**config.mk**
```make
export PLATFORM = sky130hd
export DESIGN_NAME = mmio_round_robin_arbiter_flat
export DESIGN_NICKNAME = d
export VERILOG_FILES = /design/src/rtl/mmio_round_robin_arbiter_if.sv /design/src/rtl/mmio_round_robin_arbiter.sv /design/src/flat_wrapper.sv
export SDC_FILE = /design/constraint.sdc
export NUM_CORES = 1
export LEC_CHECK = 0
export BUFFER_PORTS_ARGS = -buffer_cell sky130_fd_sc_hd__buf_2
export CORE_AREA = 2 2 161 163
export DETAILED_ROUTE_END_ITERATION = 8
export DIE_AREA = 0 0 163 165
export GPL_TIMING_DRIVEN = 0
export HOLD_SLACK_MARGIN = 0.08
export SLEW_MARGIN = 5
export SYNTH_ARGS = -nofsm -noshare
export SYNTH_HDL_FRONTEND = slang
export SYNTH_SLANG_ARGS = --single-unit
```
**constraint.sdc**
```tcl
create_clock -name clock -period 7.3 [get_ports clock]
set_clock_uncertainty 0.15 [all_clocks]
set_input_delay 1.46 -clock clock [delete_from_list [all_inputs] [get_ports clock]]
set_output_delay 1.46 -clock clock [all_outputs]
set_load 0.005 [all_outputs]
```
**src/rtl/mmio_round_robin_arbiter_if.sv**
```systemverilog
// MMIO port bundle: independent read and write request/ack channels.
interface mmio_if #(
  parameter int unsigned INDEX_W = 32,
  parameter int unsigned DATA_W  = 32
);
  logic              read_req;
  logic [INDEX_W-1:0] read_index;
  logic [DATA_W-1:0]  read_data;
  logic              read_ack;
  logic              write_req;
  logic [INDEX_W-1:0] write_index;
  logic [DATA_W-1:0]  write_data;
  logic              write_ack;

  // Side that issues transactions.
  modport host (
    output read_req, read_index,
    input  read_data, read_ack,
    output write_req, write_index, write_data,
    input  write_ack
  );

  // Side that services transactions.
  modport device (
    input  read_req, read_index,
    output read_data, read_ack,
    input  write_req, write_index, write_data,
    output write_ack
  );
endinterface

```
**src/rtl/mmio_round_robin_arbiter.sv**
```systemverilog
// Two-requester round-robin arbiter in front of the system mapper's MMIO port.
// Read and write channels arbitrate independently; a grant is held until the
// device acks, the requester withdraws, or the per-channel watchdog expires.
module mmio_round_robin_arbiter #(
  parameter int unsigned TIMEOUT_CYCLES    = 1024,
  parameter logic [31:0] TIMEOUT_READ_DATA = 32'hDEAD_BEEF
) (
  input  logic        clock,
  input  logic        reset,
  mmio_if.device      requester_0,
  mmio_if.device      requester_1,
  mmio_if.host        mapped_interface,
  output logic [15:0] timeout_count
);

  typedef enum logic [1:0] {
    IDLE    = 2'd0,
    GRANT_0 = 2'd1,
    GRANT_1 = 2'd2
  } chan_state_t;

  localparam logic [15:0] WD_LAST = 16'(TIMEOUT_CYCLES - 1);

  chan_state_t rd_state_q, rd_state_d;
  chan_state_t wr_state_q, wr_state_d;
  logic        rd_last_q, rd_last_d;
  logic        wr_last_q, wr_last_d;
  logic [15:0] rd_wd_q, rd_wd_d;
  logic [15:0] wr_wd_q, wr_wd_d;
  logic        rd_expire, wr_expire;
  logic        rd_timeout, wr_timeout;
  logic [15:0] count_d;

  // Watchdog is 0 in IDLE and WD_LAST >= 1, so expiry only ever hits a granted channel.
  assign rd_expire = (rd_wd_q == WD_LAST);
  assign wr_expire = (wr_wd_q == WD_LAST);

  // State, fairness and watchdog registers for both channels plus the timeout counter.
  always_ff @(posedge clock) begin
    if (reset) begin
      rd_state_q    <= IDLE;
      wr_state_q    <= IDLE;
      rd_last_q     <= 1'b1;
      wr_last_q     <= 1'b1;
      rd_wd_q       <= '0;
      wr_wd_q       <= '0;
      timeout_count <= '0;
    end else begin
      rd_state_q    <= rd_state_d;
      wr_state_q    <= wr_state_d;
      rd_last_q     <= rd_last_d;
      wr_last_q     <= wr_last_d;
      rd_wd_q       <= rd_wd_d;
      wr_wd_q       <= wr_wd_d;
      timeout_count <= count_d;
    end
  end

  // Saturating add of this cycle's forced completions (0, 1 or 2).
  always_comb begin
    logic [16:0] sum;
    sum     = {1'b0, timeout_count} + 17'(rd_timeout) + 17'(wr_timeout);
    count_d = sum[16] ? 16'hFFFF : sum[15:0];
  end

  // Read request path toward the mapper; kept apart from the ack path so a
  // combinational device ack does not loop back into this block.
  always_comb begin
    mapped_interface.read_req   = 1'b0;
    mapped_interface.read_index = '0;
    if (!rd_expire) begin
      case (rd_state_q)
        GRANT_0: begin
          mapped_interface.read_req   = requester_0.read_req;
          mapped_interface.read_index = requester_0.read_index;
        end
        GRANT_1: begin
          mapped_interface.read_req   = requester_1.read_req;
          mapped_interface.read_index = requester_1.read_index;
        end
        default: ;
      endcase
    end
  end

  // Read channel: arbitration, ack/data return and next-state.
  always_comb begin
    rd_state_d            = rd_state_q;
    rd_last_d             = rd_last_q;
    rd_wd_d               = '0;
    rd_timeout            = 1'b0;
    requester_0.read_ack  = 1'b0;
    requester_0.read_data = '0;
    requester_1.read_ack  = 1'b0;
    requester_1.read_data = '0;
    case (rd_state_q)
      IDLE: begin
        if (requester_0.read_req && (!requester_1.read_req || rd_last_q))
          rd_state_d = GRANT_0;
        else if (requester_1.read_req)
          rd_state_d = GRANT_1;
      end
      GRANT_0: begin
        if (!requester_0.read_req) begin
          rd_state_d = IDLE;
        end else if (rd_expire) begin
          requester_0.read_ack  = 1'b1;
          requester_0.read_data = TIMEOUT_READ_DATA;
          rd_timeout            = 1'b1;
          rd_state_d            = IDLE;
          rd_last_d             = 1'b0;
        end else if (mapped_interface.read_ack) begin
          requester_0.read_ack  = 1'b1;
          requester_0.read_data = mapped_interface.read_data;
          rd_state_d            = IDLE;
          rd_last_d             = 1'b0;
        end else begin
          rd_wd_d = rd_wd_q + 16'd1;
        end
      end
      GRANT_1: begin
        if (!requester_1.read_req) begin
          rd_state_d = IDLE;
        end else if (rd_expire) begin
          requester_1.read_ack  = 1'b1;
          requester_1.read_data = TIMEOUT_READ_DATA;
          rd_timeout            = 1'b1;
          rd_state_d            = IDLE;
          rd_last_d             = 1'b1;
        end else if (mapped_interface.read_ack) begin
          requester_1.read_ack  = 1'b1;
          requester_1.read_data = mapped_interface.read_data;
          rd_state_d            = IDLE;
          rd_last_d             = 1'b1;
        end else begin
          rd_wd_d = rd_wd_q + 16'd1;
        end
      end
      default: rd_state_d = IDLE;
    endcase
  end

  // Write request path toward the mapper.
  always_comb begin
    mapped_interface.write_req   = 1'b0;
    mapped_interface.write_index = '0;
    mapped_interface.write_data  = '0;
    if (!wr_expire) begin
      case (wr_state_q)
        GRANT_0: begin
          mapped_interface.write_req   = requester_0.write_req;
          mapped_interface.write_index = requester_0.write_index;
          mapped_interface.write_data  = requester_0.write_data;
        end
        GRANT_1: begin
          mapped_interface.write_req   = requester_1.write_req;
          mapped_interface.write_index = requester_1.write_index;
          mapped_interface.write_data  = requester_1.write_data;
        end
        default: ;
      endcase
    end
  end

  // Write channel: arbitration, ack return and next-state.
  always_comb begin
    wr_state_d            = wr_state_q;
    wr_last_d             = wr_last_q;
    wr_wd_d               = '0;
    wr_timeout            = 1'b0;
    requester_0.write_ack = 1'b0;
    requester_1.write_ack = 1'b0;
    case (wr_state_q)
      IDLE: begin
        if (requester_0.write_req && (!requester_1.write_req || wr_last_q))
          wr_state_d = GRANT_0;
        else if (requester_1.write_req)
          wr_state_d = GRANT_1;
      end
      GRANT_0: begin
        if (!requester_0.write_req) begin
          wr_state_d = IDLE;
        end else if (wr_expire) begin
          requester_0.write_ack = 1'b1;
          wr_timeout            = 1'b1;
          wr_state_d            = IDLE;
          wr_last_d             = 1'b0;
        end else if (mapped_interface.write_ack) begin
          requester_0.write_ack = 1'b1;
          wr_state_d            = IDLE;
          wr_last_d             = 1'b0;
        end else begin
          wr_wd_d = wr_wd_q + 16'd1;
        end
      end
      GRANT_1: begin
        if (!requester_1.write_req) begin
          wr_state_d = IDLE;
        end else if (wr_expire) begin
          requester_1.write_ack = 1'b1;
          wr_timeout            = 1'b1;
          wr_state_d            = IDLE;
          wr_last_d             = 1'b1;
        end else if (mapped_interface.write_ack) begin
          requester_1.write_ack = 1'b1;
          wr_state_d            = IDLE;
          wr_last_d             = 1'b1;
        end else begin
          wr_wd_d = wr_wd_q + 16'd1;
        end
      end
      default: wr_state_d = IDLE;
    endcase
  end

endmodule

```
**src/flat_wrapper.sv**
```systemverilog
// flat-port wrapper written by rule: the top's interface ports become plain ports
module mmio_round_robin_arbiter_flat 
#(
  parameter int unsigned TIMEOUT_CYCLES    = 1024,
  parameter logic [31:0] TIMEOUT_READ_DATA = 32'hDEAD_BEEF
)
  (clock, reset, timeout_count, requester_0_read_req, requester_0_read_index, requester_0_read_data, requester_0_read_ack, requester_0_write_req, requester_0_write_index, requester_0_write_data, requester_0_write_ack, requester_1_read_req, requester_1_read_index, requester_1_read_data, requester_1_read_ack, requester_1_write_req, requester_1_write_index, requester_1_write_data, requester_1_write_ack, mapped_interface_read_req, mapped_interface_read_index, mapped_interface_read_data, mapped_interface_read_ack, mapped_interface_write_req, mapped_interface_write_index, mapped_interface_write_data, mapped_interface_write_ack);
  mmio_if requester_0_i ();
  mmio_if requester_1_i ();
  mmio_if mapped_interface_i ();
  input  logic clock;
  input  logic reset;
  output logic [15:0] timeout_count;
  input wire logic [$bits(requester_0_i.read_req)-1:0] requester_0_read_req;
  input wire logic [$bits(requester_0_i.read_index)-1:0] requester_0_read_index;
  output wire logic [$bits(requester_0_i.read_data)-1:0] requester_0_read_data;
  output wire logic [$bits(requester_0_i.read_ack)-1:0] requester_0_read_ack;
  input wire logic [$bits(requester_0_i.write_req)-1:0] requester_0_write_req;
  input wire logic [$bits(requester_0_i.write_index)-1:0] requester_0_write_index;
  input wire logic [$bits(requester_0_i.write_data)-1:0] requester_0_write_data;
  output wire logic [$bits(requester_0_i.write_ack)-1:0] requester_0_write_ack;
  input wire logic [$bits(requester_1_i.read_req)-1:0] requester_1_read_req;
  input wire logic [$bits(requester_1_i.read_index)-1:0] requester_1_read_index;
  output wire logic [$bits(requester_1_i.read_data)-1:0] requester_1_read_data;
  output wire logic [$bits(requester_1_i.read_ack)-1:0] requester_1_read_ack;
  input wire logic [$bits(requester_1_i.write_req)-1:0] requester_1_write_req;
  input wire logic [$bits(requester_1_i.write_index)-1:0] requester_1_write_index;
  input wire logic [$bits(requester_1_i.write_data)-1:0] requester_1_write_data;
  output wire logic [$bits(requester_1_i.write_ack)-1:0] requester_1_write_ack;
  output wire logic [$bits(mapped_interface_i.read_req)-1:0] mapped_interface_read_req;
  output wire logic [$bits(mapped_interface_i.read_index)-1:0] mapped_interface_read_index;
  input wire logic [$bits(mapped_interface_i.read_data)-1:0] mapped_interface_read_data;
  input wire logic [$bits(mapped_interface_i.read_ack)-1:0] mapped_interface_read_ack;
  output wire logic [$bits(mapped_interface_i.write_req)-1:0] mapped_interface_write_req;
  output wire logic [$bits(mapped_interface_i.write_index)-1:0] mapped_interface_write_index;
  output wire logic [$bits(mapped_interface_i.write_data)-1:0] mapped_interface_write_data;
  input wire logic [$bits(mapped_interface_i.write_ack)-1:0] mapped_interface_write_ack;
  assign requester_0_i.read_req = requester_0_read_req;
  assign requester_0_i.read_index = requester_0_read_index;
  assign requester_0_read_data = requester_0_i.read_data;
  assign requester_0_read_ack = requester_0_i.read_ack;
  assign requester_0_i.write_req = requester_0_write_req;
  assign requester_0_i.write_index = requester_0_write_index;
  assign requester_0_i.write_data = requester_0_write_data;
  assign requester_0_write_ack = requester_0_i.write_ack;
  assign requester_1_i.read_req = requester_1_read_req;
  assign requester_1_i.read_index = requester_1_read_index;
  assign requester_1_read_data = requester_1_i.read_data;
  assign requester_1_read_ack = requester_1_i.read_ack;
  assign requester_1_i.write_req = requester_1_write_req;
  assign requester_1_i.write_index = requester_1_write_index;
  assign requester_1_i.write_data = requester_1_write_data;
  assign requester_1_write_ack = requester_1_i.write_ack;
  assign mapped_interface_read_req = mapped_interface_i.read_req;
  assign mapped_interface_read_index = mapped_interface_i.read_index;
  assign mapped_interface_i.read_data = mapped_interface_read_data;
  assign mapped_interface_i.read_ack = mapped_interface_read_ack;
  assign mapped_interface_write_req = mapped_interface_i.write_req;
  assign mapped_interface_write_index = mapped_interface_i.write_index;
  assign mapped_interface_write_data = mapped_interface_i.write_data;
  assign mapped_interface_i.write_ack = mapped_interface_write_ack;
  mmio_round_robin_arbiter #(.TIMEOUT_CYCLES(TIMEOUT_CYCLES), .TIMEOUT_READ_DATA(TIMEOUT_READ_DATA)) u_core (.clock(clock), .reset(reset), .requester_0(requester_0_i), .requester_1(requester_1_i), .mapped_interface(mapped_interface_i), .timeout_count(timeout_count));
endmodule
```
======== After elaboration in Yosys (flattened, before gate mapping) ========
Cells that the tools add are included.
storage, ports and cells
  register bits ........................... 54
  latch bits .............................. 0
  RAM bits ................................ 0
  bits in read-only memories .............. 0
  input bits .............................. 232
  output and inout bits ................... 182
  logic and storage cells ................. 114
  memories kept ........................... 0
cells by class
  $add $sub $neg .......................... 4
  multiply operators ...................... 0
  div/mod/pow operators ................... 0
  $lt $le $gt $ge ......................... 0
  equal/unequal tests ..................... 16
  shift operators ......................... 0
  multiplexer cells ....................... 75
  bitwise operators ....................... 0
  reductions and logical operators ........ 12
operators with widths
  kind                   number
  $mux 32                9
  $pmux 32 s2            3
  $mux 16                9
  $pmux 16 s2            2
  $add 16x1->16 const B  2
  $eq 16x10->1 const B   2
  $mux 1                 32
  $mux 2                 12
  $ne 3x2->1 const B     6
  $add 16x1->17          1
  $add 17x1->17          1
  $pmux 1 s2             6
  $pmux 2 s3             2
  $reduce_and 5->1       2
  $ne 2x2->1 const B     4
  $eq 2x1->1 const B     2
  $eq 2x2->1 const B     2
  $logic_not 2->1        2
  $reduce_bool 2->1      2
  $logic_and 1x1->1      2
  $logic_not 1->1        2
  $logic_or 1x1->1       2

======== Depth between registers and ports, before layout ========
Gate-level depths: netlist (run 1).
  depth in word-level cells ............... 7
  depth in mapped cells ................... 15
  depth with buffers taken out ............ 12

======== Least setup slack after synthesis (run 1) ========
Ideal clock, no wire load.
  path kind ............................... input-to-output
  start ................................... input mapped_interface_read_ack
  end ..................................... output requester_1_read_data[18]
  data arrival time ....................... 2.228 ns
  data required time ...................... 5.690 ns
  slack ................................... 3.462 ns
  cell stages on the path ................. 4
  cells stage by stage .................... buf_2 > o21bai_2 > clkbuf_1 > nor2_1
on the way
  longest elaborated chain between the ends .. 4
RTL lines
  item             line                             source
  start, declared  flat_wrapper.sv:33               input wire logic [$bits(mapped_interface_i.read_ack)-1:0] mapped_interface_read_ack;
  $mux 32          mmio_round_robin_arbiter.sv:130  end else if (mapped_interface.read_ack) begin
  $mux 32          -
  $mux 32          mmio_round_robin_arbiter.sv:122  if (!requester_1.read_req) begin
  $mux 32          mmio_round_robin_arbiter.sv:96   case (rd_state_q)
  end, declared    flat_wrapper.sv:24               output wire logic [$bits(requester_1_i.read_data)-1:0] requester_1_read_data;
Every way passes these cells.

======== Final worst setup path (run 1) ========
  start ................................... register u_core.wr_wd_q[0]
  end ..................................... output mapped_interface_write_index[21]
on the way
  longest elaborated chain between the ends .. 2
RTL lines
  item                    line                             source
  start, declared         mmio_round_robin_arbiter.sv:29   logic [15:0] wr_wd_q, wr_wd_d;
  start signal, assigned  mmio_round_robin_arbiter.sv:54   wr_wd_q <= wr_wd_d;
  $eq 16x10->1            mmio_round_robin_arbiter.sv:36   assign wr_expire = (wr_wd_q == WD_LAST);
  $mux 32                 mmio_round_robin_arbiter.sv:148  if (!wr_expire) begin
  end, declared           flat_wrapper.sv:35               output wire logic [$bits(mapped_interface_i.write_index)-1:0] mapped_interface_write_index;
Every way passes these cells.

==> results.ini, run 1 <==
[run_status]
status=finished clean

[place]
routabilityCongestion=0.8835
dp.cells=1390
io_buffers=411
place_area_sq_um=6922
hpwlAfterDp_microns=21050

[yosys]
async_flop_share_pct=0
synthTopCellsByCount=213 x nor2_1, 98 x a22oi_1, 54 x dfxtp_1, 28 x clkbuf_1, 22 x a21oi_1
synth_cell_types=54
ys.flop_type=dfxtp_1
synth-seq-area-share_pct=24.28
synthesis.instances=649
avgSynthCellArea_sq_um=6.859
synth_area_leaders=dfxtp_1 24%, nor2_1 18%, a22oi_1 17%, xnor2_1 3.7%, ha_1 3.1%
yosys_warnings=0
syn-cell-area_sq_um=4452
yosysMostFrequentCell=nor2_1
yosysTopAreaCell=dfxtp_1
netlist.area_leader.share_pct=24.28
syn_nets=893
synth_edf_count=0
synth-seq-cells=54

[cells_and_area]
nNetsFinal=1311
final_layout_size_suffix_gt1_share_pct=42.04
instances_no_fill=1402
syn_to_final_growth_pct=59.58
fin_area_sq_um=7104

[global_routing]
antenna_found_initial=9
grt_pass1_wl_microns=33730
grt_overflow=0
groute.usage.overall_pct=16.61
grt_max_degree=19
grt_pass1_vias=5764

[sta]
tightest_slew_ns=0.8272
slew_headroom_pct=44.73
fmax_mhz=225.3
final.min_clock_period_ns=4.438
tns_ns=0
hold_viol=0
min_period_over_period_pct=60.79
hold_slack_ns=0.3326
setup_viol=0
rsz0062_at_grt=no
slew_viol_final=0

[critical_path]
timing.rr.end=u_core.timeout_count[3]
crit_type=flop to output port
start_kind=flop
end_kind=output port
cp-endpoint=mapped_interface_write_index[21]
r2r_setup_slack_ns=3.33
crit_start=u_core.wr_wd_q[0]
crit_required_ns=5.69
path_max_fanout=10
r2r_cells=15
cp.arrival_ns=2.83
r2r-start=u_core.wr_state_q[0]

[floorplan]
rows=58
die_w_microns=163
coreArea_sq_um=25040
top_level_ports=414
die_area_sq_um=26900
initial_core_util_pct=17.78
fp.dieH_microns=165

[power_and_ir_drop]
leakage_nw=3.411
p_sw_share_pct=31.60
seqPwrFrac_pct=35.7
comb_power_share_pct=30.7
ir_drop_mv=0.06608
clkPwrFrac_pct=33.6
power_density_nw_per_um2=118.4
power.switching_w=0.0002658
p_total_w=0.0008410
p_int_w=0.0005753

[detailed_routing]
wl_microns=23900
drt_iter0_markers=265
via_per_inst=4.502
first_pass_iters=5
ant_nets=0
wl_per_cell_microns=17.05
drc=0
num_vias=6312

[cts]
cts_buffers=5
post_cts_buffers=0
clock_latency_ns=0.31
clockBufferDepth=2
cts_hold_buf=0
ctsResizeCount=0
cts-root-buf=clkbuf_16
path_clk_slew_ns=0.08
tritoncts=yes
cts_max_level=2
clock_sinks=54

[run]
drv_cap=0

[hold_path]
hp-class=flop to flop

==> critical path, cell delays in order (launching register included) <==
cell	delay [ns]
dfxtp_1	0.40
ha_1	0.30
or4b_1	0.53
o41ai_2	0.50
buf_2	0.30
buf_2	0.26
nor2_1	0.10
buf_2	0.14
==> how the worst min path moves through the flow <==
| stage | end | slack (ns) | cells after the start | start |
|---|---|---|---|---|
| after global placement | u_core.rd_wd_q[0] | 0.29 | 1 | u_core.rd_wd_q[0] |
| after CTS | u_core.rd_wd_q[0] | 0.34 | 1 | u_core.rd_wd_q[0] |
| after detailed placement | u_core.rd_wd_q[0] | 0.32 | 1 | u_core.rd_wd_q[0] |
| after global routing | u_core.rd_wd_q[0] | 0.35 | 1 | u_core.rd_wd_q[0] |
| after floorplan | u_core.rd_wd_q[0] | 0.28 | 1 | u_core.rd_wd_q[0] |
| final | u_core.rd_wd_q[0] | 0.33 | 1 | u_core.rd_wd_q[0] |
==> state kept, by name, indices dropped and copies added, names as in the netlist <==
signal / cells
u_core.rd_wd_q: 16
u_core.timeout_count: 16
u_core.wr_wd_q: 16
u_core.rd_state_q: 2
u_core.wr_state_q: 2
u_core.rd_last_q: 1
u_core.wr_last_q: 1
==> cells by family after synthesis <==
logic type | after synthesis | share of synthesized area (%)
flip-flops | 54 | 24.28
AO/OA/AOI/OAI | 145 | 23.58
adder cells (fa/ha/maj) | 12 | 3.541
AND/OR/NAND/NOR | 334 | 34.60
multiplexers | 1 | 0.2249
buffers and inverters | 70 | 7.279
XOR/XNOR | 33 | 6.492
==> stage by stage <==
step / util [%] / worst slack [ns]
after floorplan: - / 3.462
after global placement: 27.65 / 2.924
after detailed placement: 27.65 / 2.872
after CTS: 28.34 / 2.820
after global routing: 28.38 / 2.680
final: 28.38 / 2.862
==> area by class of cell <==
cell class	count	area [sq um]
fill	2815	17930
multi-input combinational	525	3047
timing repair buffer	411	2057
sequential	54	1081
tap	330	412.9
buffer	49	245.2
clock buffer	5	125.1
inverter	21	78.83
clock inverter	3	47.55
antenna	4	10.01
==> power by group through the flow <==
stage	combinational [W]	sequential (W)	clock (W)
floorplan	0.000124	0.000306	0
global placement	0.000258	0.000307	0
detailed placement	0.000260	0.000307	0
CTS	0.000261	0.000300	0.000293
global route	0.000288	0.000300	0.000305
finish	0.000259	0.000300	0.000283
==> per-layer routing <==
layer / global-route usage [%] / up-vias / wire [microns]
li1: - / 3124 / -
met2: 32.92 / 307 / 13140
met5: 0 / - / 0
met3: 2.536 / 31 / 1456
met4: 6.396 / 0 / 595
met1: 17.46 / 2850 / 8710
==> placed cells by master, fill, tap and decap left out, types with 5 or more instances in the layout <==
cell	n
clkbuf_1	28
nor2_1	213
o21ai_0	6
or3_1	7
nand2b_1	5
and2_1	16
nor3_1	7
nor4_1	10
dfxtp_1	54
xnor2_1	19
ha_1	11
clkbuf_16	5
nand3_1	21
nand2_1	19
a21oi_1	22
xor2_1	14
nand4_1	10
buf_2	420
a22oi_1	98
inv_1	21
buf_4	7
No activity file was read; power rests on OpenSTA's default activity.
==> run 2: changes to the inputs <==
--- a/config.mk
+++ b/config.mk
@@ -5,10 +5,11 @@
 export SDC_FILE = /design/constraint.sdc
 export NUM_CORES = 1
 export LEC_CHECK = 0
+export ABC_AREA = 1
 export BUFFER_PORTS_ARGS = -buffer_cell sky130_fd_sc_hd__buf_2
-export CORE_AREA = 2 2 161 163
+export CORE_AREA = 2 2 160 162
 export DETAILED_ROUTE_END_ITERATION = 8
-export DIE_AREA = 0 0 163 165
+export DIE_AREA = 0 0 162 164
 export GPL_TIMING_DRIVEN = 0
 export HOLD_SLACK_MARGIN = 0.08
 export SLEW_MARGIN = 5
==> constraint.sdc (replaced) <==
create_clock -name clock -period 3.6 [get_ports clock]
set_clock_uncertainty 0.15 [all_clocks]
set_input_delay 0.72 -clock clock [delete_from_list [all_inputs] [get_ports clock]]
set_output_delay 0.72 -clock clock [all_outputs]
set_load 0.005 [all_outputs]
==> run 2 against run 1 <==
Non-clock buffer count rose by 3. Total power rose by 110%. Global-route usage rose by 1.3 points. Clock power rose by 68%. Core utilization rose by 2.1 points. Sequential share of layout area fell by 0.91 points. Register-to-register slack got worse by 3.0 ns. Synthesized cell count rose by 30%. Wire length rose by 8.9%. Critical path type is now flop to flop.
==> results.ini, run 2 <==
[run_status]
status=finished clean  ; unchanged

[floorplan]
die_area_sq_um=26570  ; was 26,900 sq um
initial_core_util_pct=19.73  ; was 17.78%
die_w_microns=162  ; was 163 microns
top_level_ports=414  ; unchanged
rows=58  ; unchanged
coreArea_sq_um=24820  ; was 25,040 sq um
fp.dieH_microns=164  ; was 165 microns

[cts]
cts_buffers=5  ; unchanged
clock_latency_ns=0.29  ; was 0.31 ns
clockBufferDepth=2  ; unchanged
tritoncts=yes  ; unchanged
cts_hold_buf=0  ; unchanged
cts-root-buf=clkbuf_16  ; unchanged
path_clk_slew_ns=0.07  ; was 0.08 ns
clock_sinks=54  ; unchanged
cts_max_level=2  ; unchanged

[cells_and_area]
fill_cells=2819  ; was 2,815
final_layout_size_suffix_gt1_share_pct=38.80  ; was 42.04%
reg_top3=u_core.rd_wd_q x16, u_core.timeout_count x16, u_core.wr_wd_q x16  ; unchanged
nNetsFinal=1507  ; was 1,311
seq_area_sq_um=1081  ; unchanged
syn_to_final_growth_pct=54.32  ; was 59.58%
mostFrequentLayoutCell=buf_2  ; unchanged
instances_no_fill=1597  ; was 1,402
fin_util_pct=30.45  ; was 28.38%
layout_common_cells=422 x buf_2, 278 x nand2_1, 142 x a21oi_1  ; was 420 x buf_2, 213 x nor2_1, 98 x a22oi_1
multiInputGateArea_sq_um=3243  ; was 3047 sq um

[sta]
final.min_clock_period_ns=3.292
slew_headroom_pct=52.38  ; was 44.73%
setup_viol=0  ; unchanged
min_period_over_period_pct=91.44
fmax_mhz=303.8
slew_viol_final=0  ; unchanged
rsz0062_at_grt=no  ; unchanged
tightest_slew_ns=0.7143  ; was 0.8272 ns
hold_viol=0  ; unchanged

[run]
drv_cap=0  ; unchanged

[global_routing]
antenna_found_initial=13  ; was 9
grt_pass1_wl_microns=36310  ; was 33,730 microns
grt_max_degree=17  ; was 19
grt_overflow=0  ; unchanged
grt_pass1_vias=6164  ; was 5,764
groute.usage.overall_pct=17.95  ; was 16.61%

[detailed_routing]
wl_microns=26030  ; was 23,900 microns
first_pass_iters=5  ; unchanged
via_per_inst=4.438  ; was 4.502
num_vias=7088  ; was 6,312
wl_per_cell_microns=16.30  ; was 17.05 microns
ant_nets=0  ; unchanged
drt_iter0_markers=505  ; was 265
drc=0  ; unchanged

[critical_path]
end_kind=flop  ; was output port
path_max_fanout=10  ; unchanged
cp.arrival_ns=3.38  ; was 2.83 ns
crit_type=flop to flop  ; was flop to output port
crit_required_ns=3.69  ; was 5.69 ns
start_kind=flop  ; unchanged

[yosys]
async_flop_share_pct=0  ; unchanged
yosys_warnings=0  ; unchanged
yosysTopAreaCell=dfxtp_1  ; unchanged
synth-seq-area-share_pct=22.07  ; was 24.28%
yosysMostFrequentCell=nand2_1  ; was nor2_1
syn-cell-area_sq_um=4897  ; was 4452 sq um
avgSynthCellArea_sq_um=5.816  ; was 6.859 sq um
synth_edf_count=0  ; unchanged
synth-seq-cells=54  ; unchanged
ys.flop_type=dfxtp_1  ; unchanged
synth_cell_types=38  ; was 54
syn_nets=1086  ; was 893
netlist.area_leader.share_pct=22.07  ; was 24.28%
synthTopCellsByCount=278 x nand2_1, 143 x a21oi_1, 86 x nor2_1, 81 x inv_1, 54 x dfxtp_1  ; was 213 x nor2_1, 98 x a22oi_1, 54 x dfxtp_1, 28 x clkbuf_1, 22 x a21oi_1
synthesis.instances=842  ; was 649
synth_area_leaders=dfxtp_1 22%, nand2_1 21%, a21oi_1 15%, nor2_1 6.6%, inv_1 6.2%  ; was dfxtp_1 24%, nor2_1 18%, a22oi_1 17%, xnor2_1 3.7%, ha_1 3.1%

[place]
io_buffers=411  ; unchanged
hpwlAfterDp_microns=22550  ; was 21,050 microns
dp.cells=1583  ; was 1,390
routabilityCongestion=0.9121  ; was 0.8835

[power_and_ir_drop]
leakage_nw=3.819  ; was 3.411 nW
power_density_nw_per_um2=228.8  ; was 118.4 nW/um^2
ir_drop_mv=0.1729  ; was 0.06608 mV

[hold_path]
hp-class=flop to flop  ; unchanged

## run 2: changes by cell type after synthesis, sizes merged, moves of 7 or more
cell and change:
a21oi +142, a22oi -98, and2 -15, inv +61, nand2 +266, nand3 +12
nor2 -123, nor4 -9, or3 -7, xnor2 -10
## run 2: worst paths after layout
| check | startpoint | to | slack, ns | cells past startpoint |
|---|---|---|---|---|
| hold reg to reg | u_core.rd_wd_q[0] | u_core.rd_wd_q[0] | 0.30 | 1 |
| hold / removal | u_core.rd_wd_q[0] | u_core.rd_wd_q[0] | 0.30 | 1 |
| setup / recovery | u_core.wr_state_q[0] | u_core.timeout_count[10] | 0.31 | 16 |
| setup reg to reg | u_core.wr_state_q[0] | u_core.timeout_count[10] | 0.31 | 16 |
## run 2: report_power, final
part	switching (W)	internal [W]	total, W
clock network	0.000219	0.000256	0.000475
registers	0.00000656	0.000604	0.000611
logic	0.000392	0.000252	0.000644
total	0.000617	0.00111	0.00173
## run 2: logic make-up after synthesis
logic type / Yosys count / share of synthesized area, %
AOI/OAI and AO/OA: 177 / 19.98
and+or+nand+nor: 441 / 38.09
xor gates and xnor gates: 26 / 4.650
DFF: 54 / 22.07
buffers and inverters: 132 / 11.98
adders and majority gates: 12 / 3.219
## run 2: cell type report
class,count,share of cell area [%]
buffer,49,3.709
clock inverter,2,0.1821
timing repair buffer,414,27.52
multi-input combinational,656,42.91
antenna,4,0.1325
clock buffer,5,1.656
tap,330,5.464
inverter,83,4.123
sequential,54,14.30
## run 2: worst max-delay path, stage by stage (launching register included)
cell	delay, ns
dfxtp_1	0.39
inv_1	0.10
ha_2	0.25
clkbuf_4	0.23
o21ai_0	0.23
nand4_1	0.19
fa_1	0.46
inv_1	0.10
ha_1	0.18
nand3_1	0.13
nor2_2	0.18
nand3_2	0.13
nand3b_1	0.20
buf_4	0.16
nand3_1	0.05
nand2_1	0.05
inv_1	0.06
## run 2: timing repair
item / in CTS / in global routing
setup endpoints to repair: 13 / 15
buffers inserted: 2 / 1
resized for setup: 2 / 7
## run 2: routing by layer
layer  share of wire, %  vias up  GRT usage (%)
met5               0.33        -              0
met4                2.1       14          4.385
met3                 11       44          7.955
met2                 42      334          26.81
met1                 44     3177          23.62
li1                   -     3519              -
## run 2: through the flow
step	cell area (sq um)	hold WS [ns]	setup TNS [ns]	setup WS, ns	power [W]
floorplan	4897	0.2632	0	0.6940	0.0009383
global placement	7367	0.2772	-1.098	-0.1357	0.001252
detailed placement	7367	0.2855	-1.274	-0.1403	0.001258
CTS	7525	0.2990	0	0.02060	0.001745
global route	7550	0.3293	0	0.03571	0.001841
finish	7557	0.2951	0	0.3081	0.001729
==> run 3: changes to the inputs <==
--- a/config.mk
+++ b/config.mk
@@ -8,6 +8,7 @@
 export ABC_AREA = 1
 export BUFFER_PORTS_ARGS = -buffer_cell sky130_fd_sc_hd__buf_2
 export CORE_AREA = 2 2 160 162
+export CTS_BUF_LIST = sky130_fd_sc_hd__clkbuf_8
 export DETAILED_ROUTE_END_ITERATION = 8
 export DIE_AREA = 0 0 162 164
 export GPL_TIMING_DRIVEN = 0
==> run 3 against run 2 <==
Worst setup slack got worse by 0.023 ns. Largest power group unchanged. Cell area decreased by 0.75%. Core utilization decreased by 0.23 points.
==> results.ini, run 3 (synthesis gave the netlist of run 2 again) <==
[detailed_routing]
wl_per_cell_microns=16.28  ; was 16.30 microns
via_per_inst=4.426  ; was 4.438
ant_nets=0  ; unchanged
drc=0  ; unchanged
first_pass_iters=5  ; unchanged
drt_iter0_markers=429  ; was 505
num_vias=7068  ; was 7,088
wl_microns=26010  ; was 26,030 microns

[critical_path]
crit_family=simple AND/OR/NAND/NOR gates  ; unchanged
crit_chain=inv_1, ha_2, clkbuf_4, o21ai_0, nand4_1, fa_1, inv_1, ha_1, nand3_1, nor2_2, nand3_2, nand3b_1, buf_4, nand3_1, nand2_1, inv_1  ; unchanged
path_max_fanout=10  ; unchanged
crit_buf_inv=5  ; unchanged
end_kind=flop  ; unchanged
slowest_stage=fa_1  ; unchanged
cp.arrival_ns=3.42  ; was 3.38 ns
slowest_delay_ns=0.47  ; was 0.46 ns
crit_path_frequent_cell=inv_1  ; unchanged
crit_required_ns=3.71  ; was 3.69 ns
crit_type=flop to flop  ; unchanged
start_kind=flop  ; unchanged

[place]
routabilityCongestion=0.9121  ; unchanged
hpwlAfterDp_microns=22550  ; unchanged
io_buffers=411  ; unchanged

[sta]
setup_viol=0  ; unchanged
slew_headroom_pct=52.09  ; was 52.38%
hold_viol=0  ; unchanged
slew_viol_final=0  ; unchanged
min_period_over_period_pct=92.07  ; was 91.44%
hold_slack_ns=0.2993  ; was 0.2951 ns
final.min_clock_period_ns=3.315  ; was 3.292 ns
fmax_mhz=301.7  ; was 303.8 MHz
tns_ns=0  ; unchanged
rsz0062_at_grt=no  ; unchanged
tightest_slew_ns=0.7187  ; was 0.7143 ns

[cells_and_area]
nNetsFinal=1507  ; unchanged
fill_cells=2822  ; was 2,819
fin_util_pct=30.22  ; was 30.45%
syn_to_final_growth_pct=53.17  ; was 54.32%
final_layout_size_suffix_gt1_share_pct=38.80  ; unchanged
reg_top3=u_core.rd_wd_q x16, u_core.timeout_count x16, u_core.wr_wd_q x16  ; unchanged
mostFrequentLayoutCell=buf_2  ; unchanged
layout_common_cells=422 x buf_2, 278 x nand2_1, 142 x a21oi_1  ; unchanged

[cts]
cts_hold_buf=0  ; unchanged
cts_buffers=5  ; unchanged
cts-root-buf=clkbuf_8  ; was clkbuf_16
tritoncts=yes  ; unchanged
cts_max_level=2  ; unchanged
clock_sinks=54  ; unchanged
path_clk_slew_ns=0.10  ; was 0.07 ns
clock_latency_ns=0.31  ; was 0.29 ns
clockBufferDepth=2  ; unchanged

[floorplan]
die_w_microns=162  ; unchanged
initial_core_util_pct=19.73  ; unchanged
fp.dieH_microns=164  ; unchanged
coreArea_sq_um=24820  ; unchanged
die_area_sq_um=26570  ; unchanged
rows=58  ; unchanged
top_level_ports=414  ; unchanged

[power_and_ir_drop]
p_int_w=0.0009912  ; was 0.001112 W
power.switching_w=0.0006035  ; was 0.0006173 W
p_sw_share_pct=37.84  ; was 35.70%
seqPwrFrac_pct=38.3  ; was 35.3%
leakage_nw=3.793  ; was 3.819 nW
ir_drop_mv=0.1343  ; was 0.1729 mV
clkPwrFrac_pct=21.4  ; was 27.5%
comb_power_share_pct=40.3  ; was 37.2%
power_density_nw_per_um2=212.6  ; was 228.8 nW/um^2

[run_status]
status=finished clean  ; unchanged

[run]
drv_cap=0  ; unchanged

[global_routing]
grt_pass1_wl_microns=36310  ; about the same
grt_overflow=0  ; unchanged
antenna_found_initial=13  ; unchanged
grt_max_degree=17  ; unchanged
groute.usage.overall_pct=17.95  ; about the same
grt_pass1_vias=6163  ; was 6,164

[hold_path]
hp-class=flop to flop  ; unchanged

[run 3: cell counts in the layout (fill, tap and decap cells not counted)]
No cell type changed its count.
[run 3: layout make-up]
type,count,area [sq um],area share [%]
multi-input cells,656,3243,43.24
repair buffers,414,2079,27.72
flip-flops and latches,54,1081,14.41
well taps,330,412.9,5.505
inverters,83,311.5,4.153
plain buffers,49,280.3,3.736
clock buffers,5,68.82,0.9174
clock inverters,2,13.76,0.1835
diodes,4,10.01,0.1334
[run 3: per-layer routing]
| metal | routed length [microns] | share of wire (%) | vias up | GRT usage (%) |
|---|---|---|---|---|
| met3 | 2839 | 11 | 42 | 7.955 |
| met1 | 11530 | 44 | 3203 | 23.60 |
| met4 | 539 | 2.1 | 14 | 4.385 |
| met5 | 87 | 0.33 | - | 0 |
| li1 | - | - | 3519 | - |
| met2 | 11010 | 42 | 290 | 26.85 |
[run 3: what timing repair did]
| item | CTS | global route |
|---|---|---|
| buffers inserted | 2 | 1 |
| endpoints found under the setup margin | 13 | 15 |
| pin swaps | 0 | 0 |
| resized for setup | 2 | 7 |
[run 3: worst paths after layout]
check	start	end	slack [ns]	cells past startpoint
setup / recovery	u_core.wr_state_q[0]	u_core.timeout_count[10]	0.29	16
hold / removal	u_core.rd_wd_q[0]	u_core.rd_wd_q[0]	0.30	1
hold reg to reg	u_core.rd_wd_q[0]	u_core.rd_wd_q[0]	0.30	1
setup reg to reg	u_core.wr_state_q[0]	u_core.timeout_count[10]	0.29	16
[run 3: worst register-to-register path, cell delays in order (launching register included)]
cell	delay [ns]
dfxtp_1	0.40
inv_1	0.10
ha_2	0.25
clkbuf_4	0.23
o21ai_0	0.23
nand4_1	0.20
fa_1	0.47
inv_1	0.10
ha_1	0.18
nand3_1	0.13
nor2_2	0.18
nand3_2	0.13
nand3b_1	0.20
buf_4	0.16
nand3_1	0.05
nand2_1	0.05
inv_1	0.06
[run 3: power groups by stage]
stage / Combinational [W] / Sequential [W] / Clock (W)
3_3_place_gp: 0.000628 / 0.000624 / 0
3_5_place_dp: 0.000633 / 0.000625 / 0
6_report: 0.000643 / 0.000611 / 0.000341
5_1_grt: 0.000707 / 0.000612 / 0.000386
4_1_cts: 0.000637 / 0.000611 / 0.000361
2_1_floorplan: 0.000316 / 0.000623 / 0
[run 3: per-stage QoR]
| stage | cell area, sq um | setup slack, ns | std cells | total power, W |
|---|---|---|---|---|
| finish | 7501 | 0.2853 | 1597 | 0.001595 |
| global route | 7493 | 0.02545 | 1594 | 0.001704 |
| CTS | 7468 | 0.01204 | 1592 | 0.001609 |
| detailed placement | 7367 | -0.1403 | 1583 | 0.001258 |
| global placement | 7367 | -0.1357 | 1583 | 0.001252 |
| floorplan | 4897 | 0.6940 | 842 | 0.0009383 |
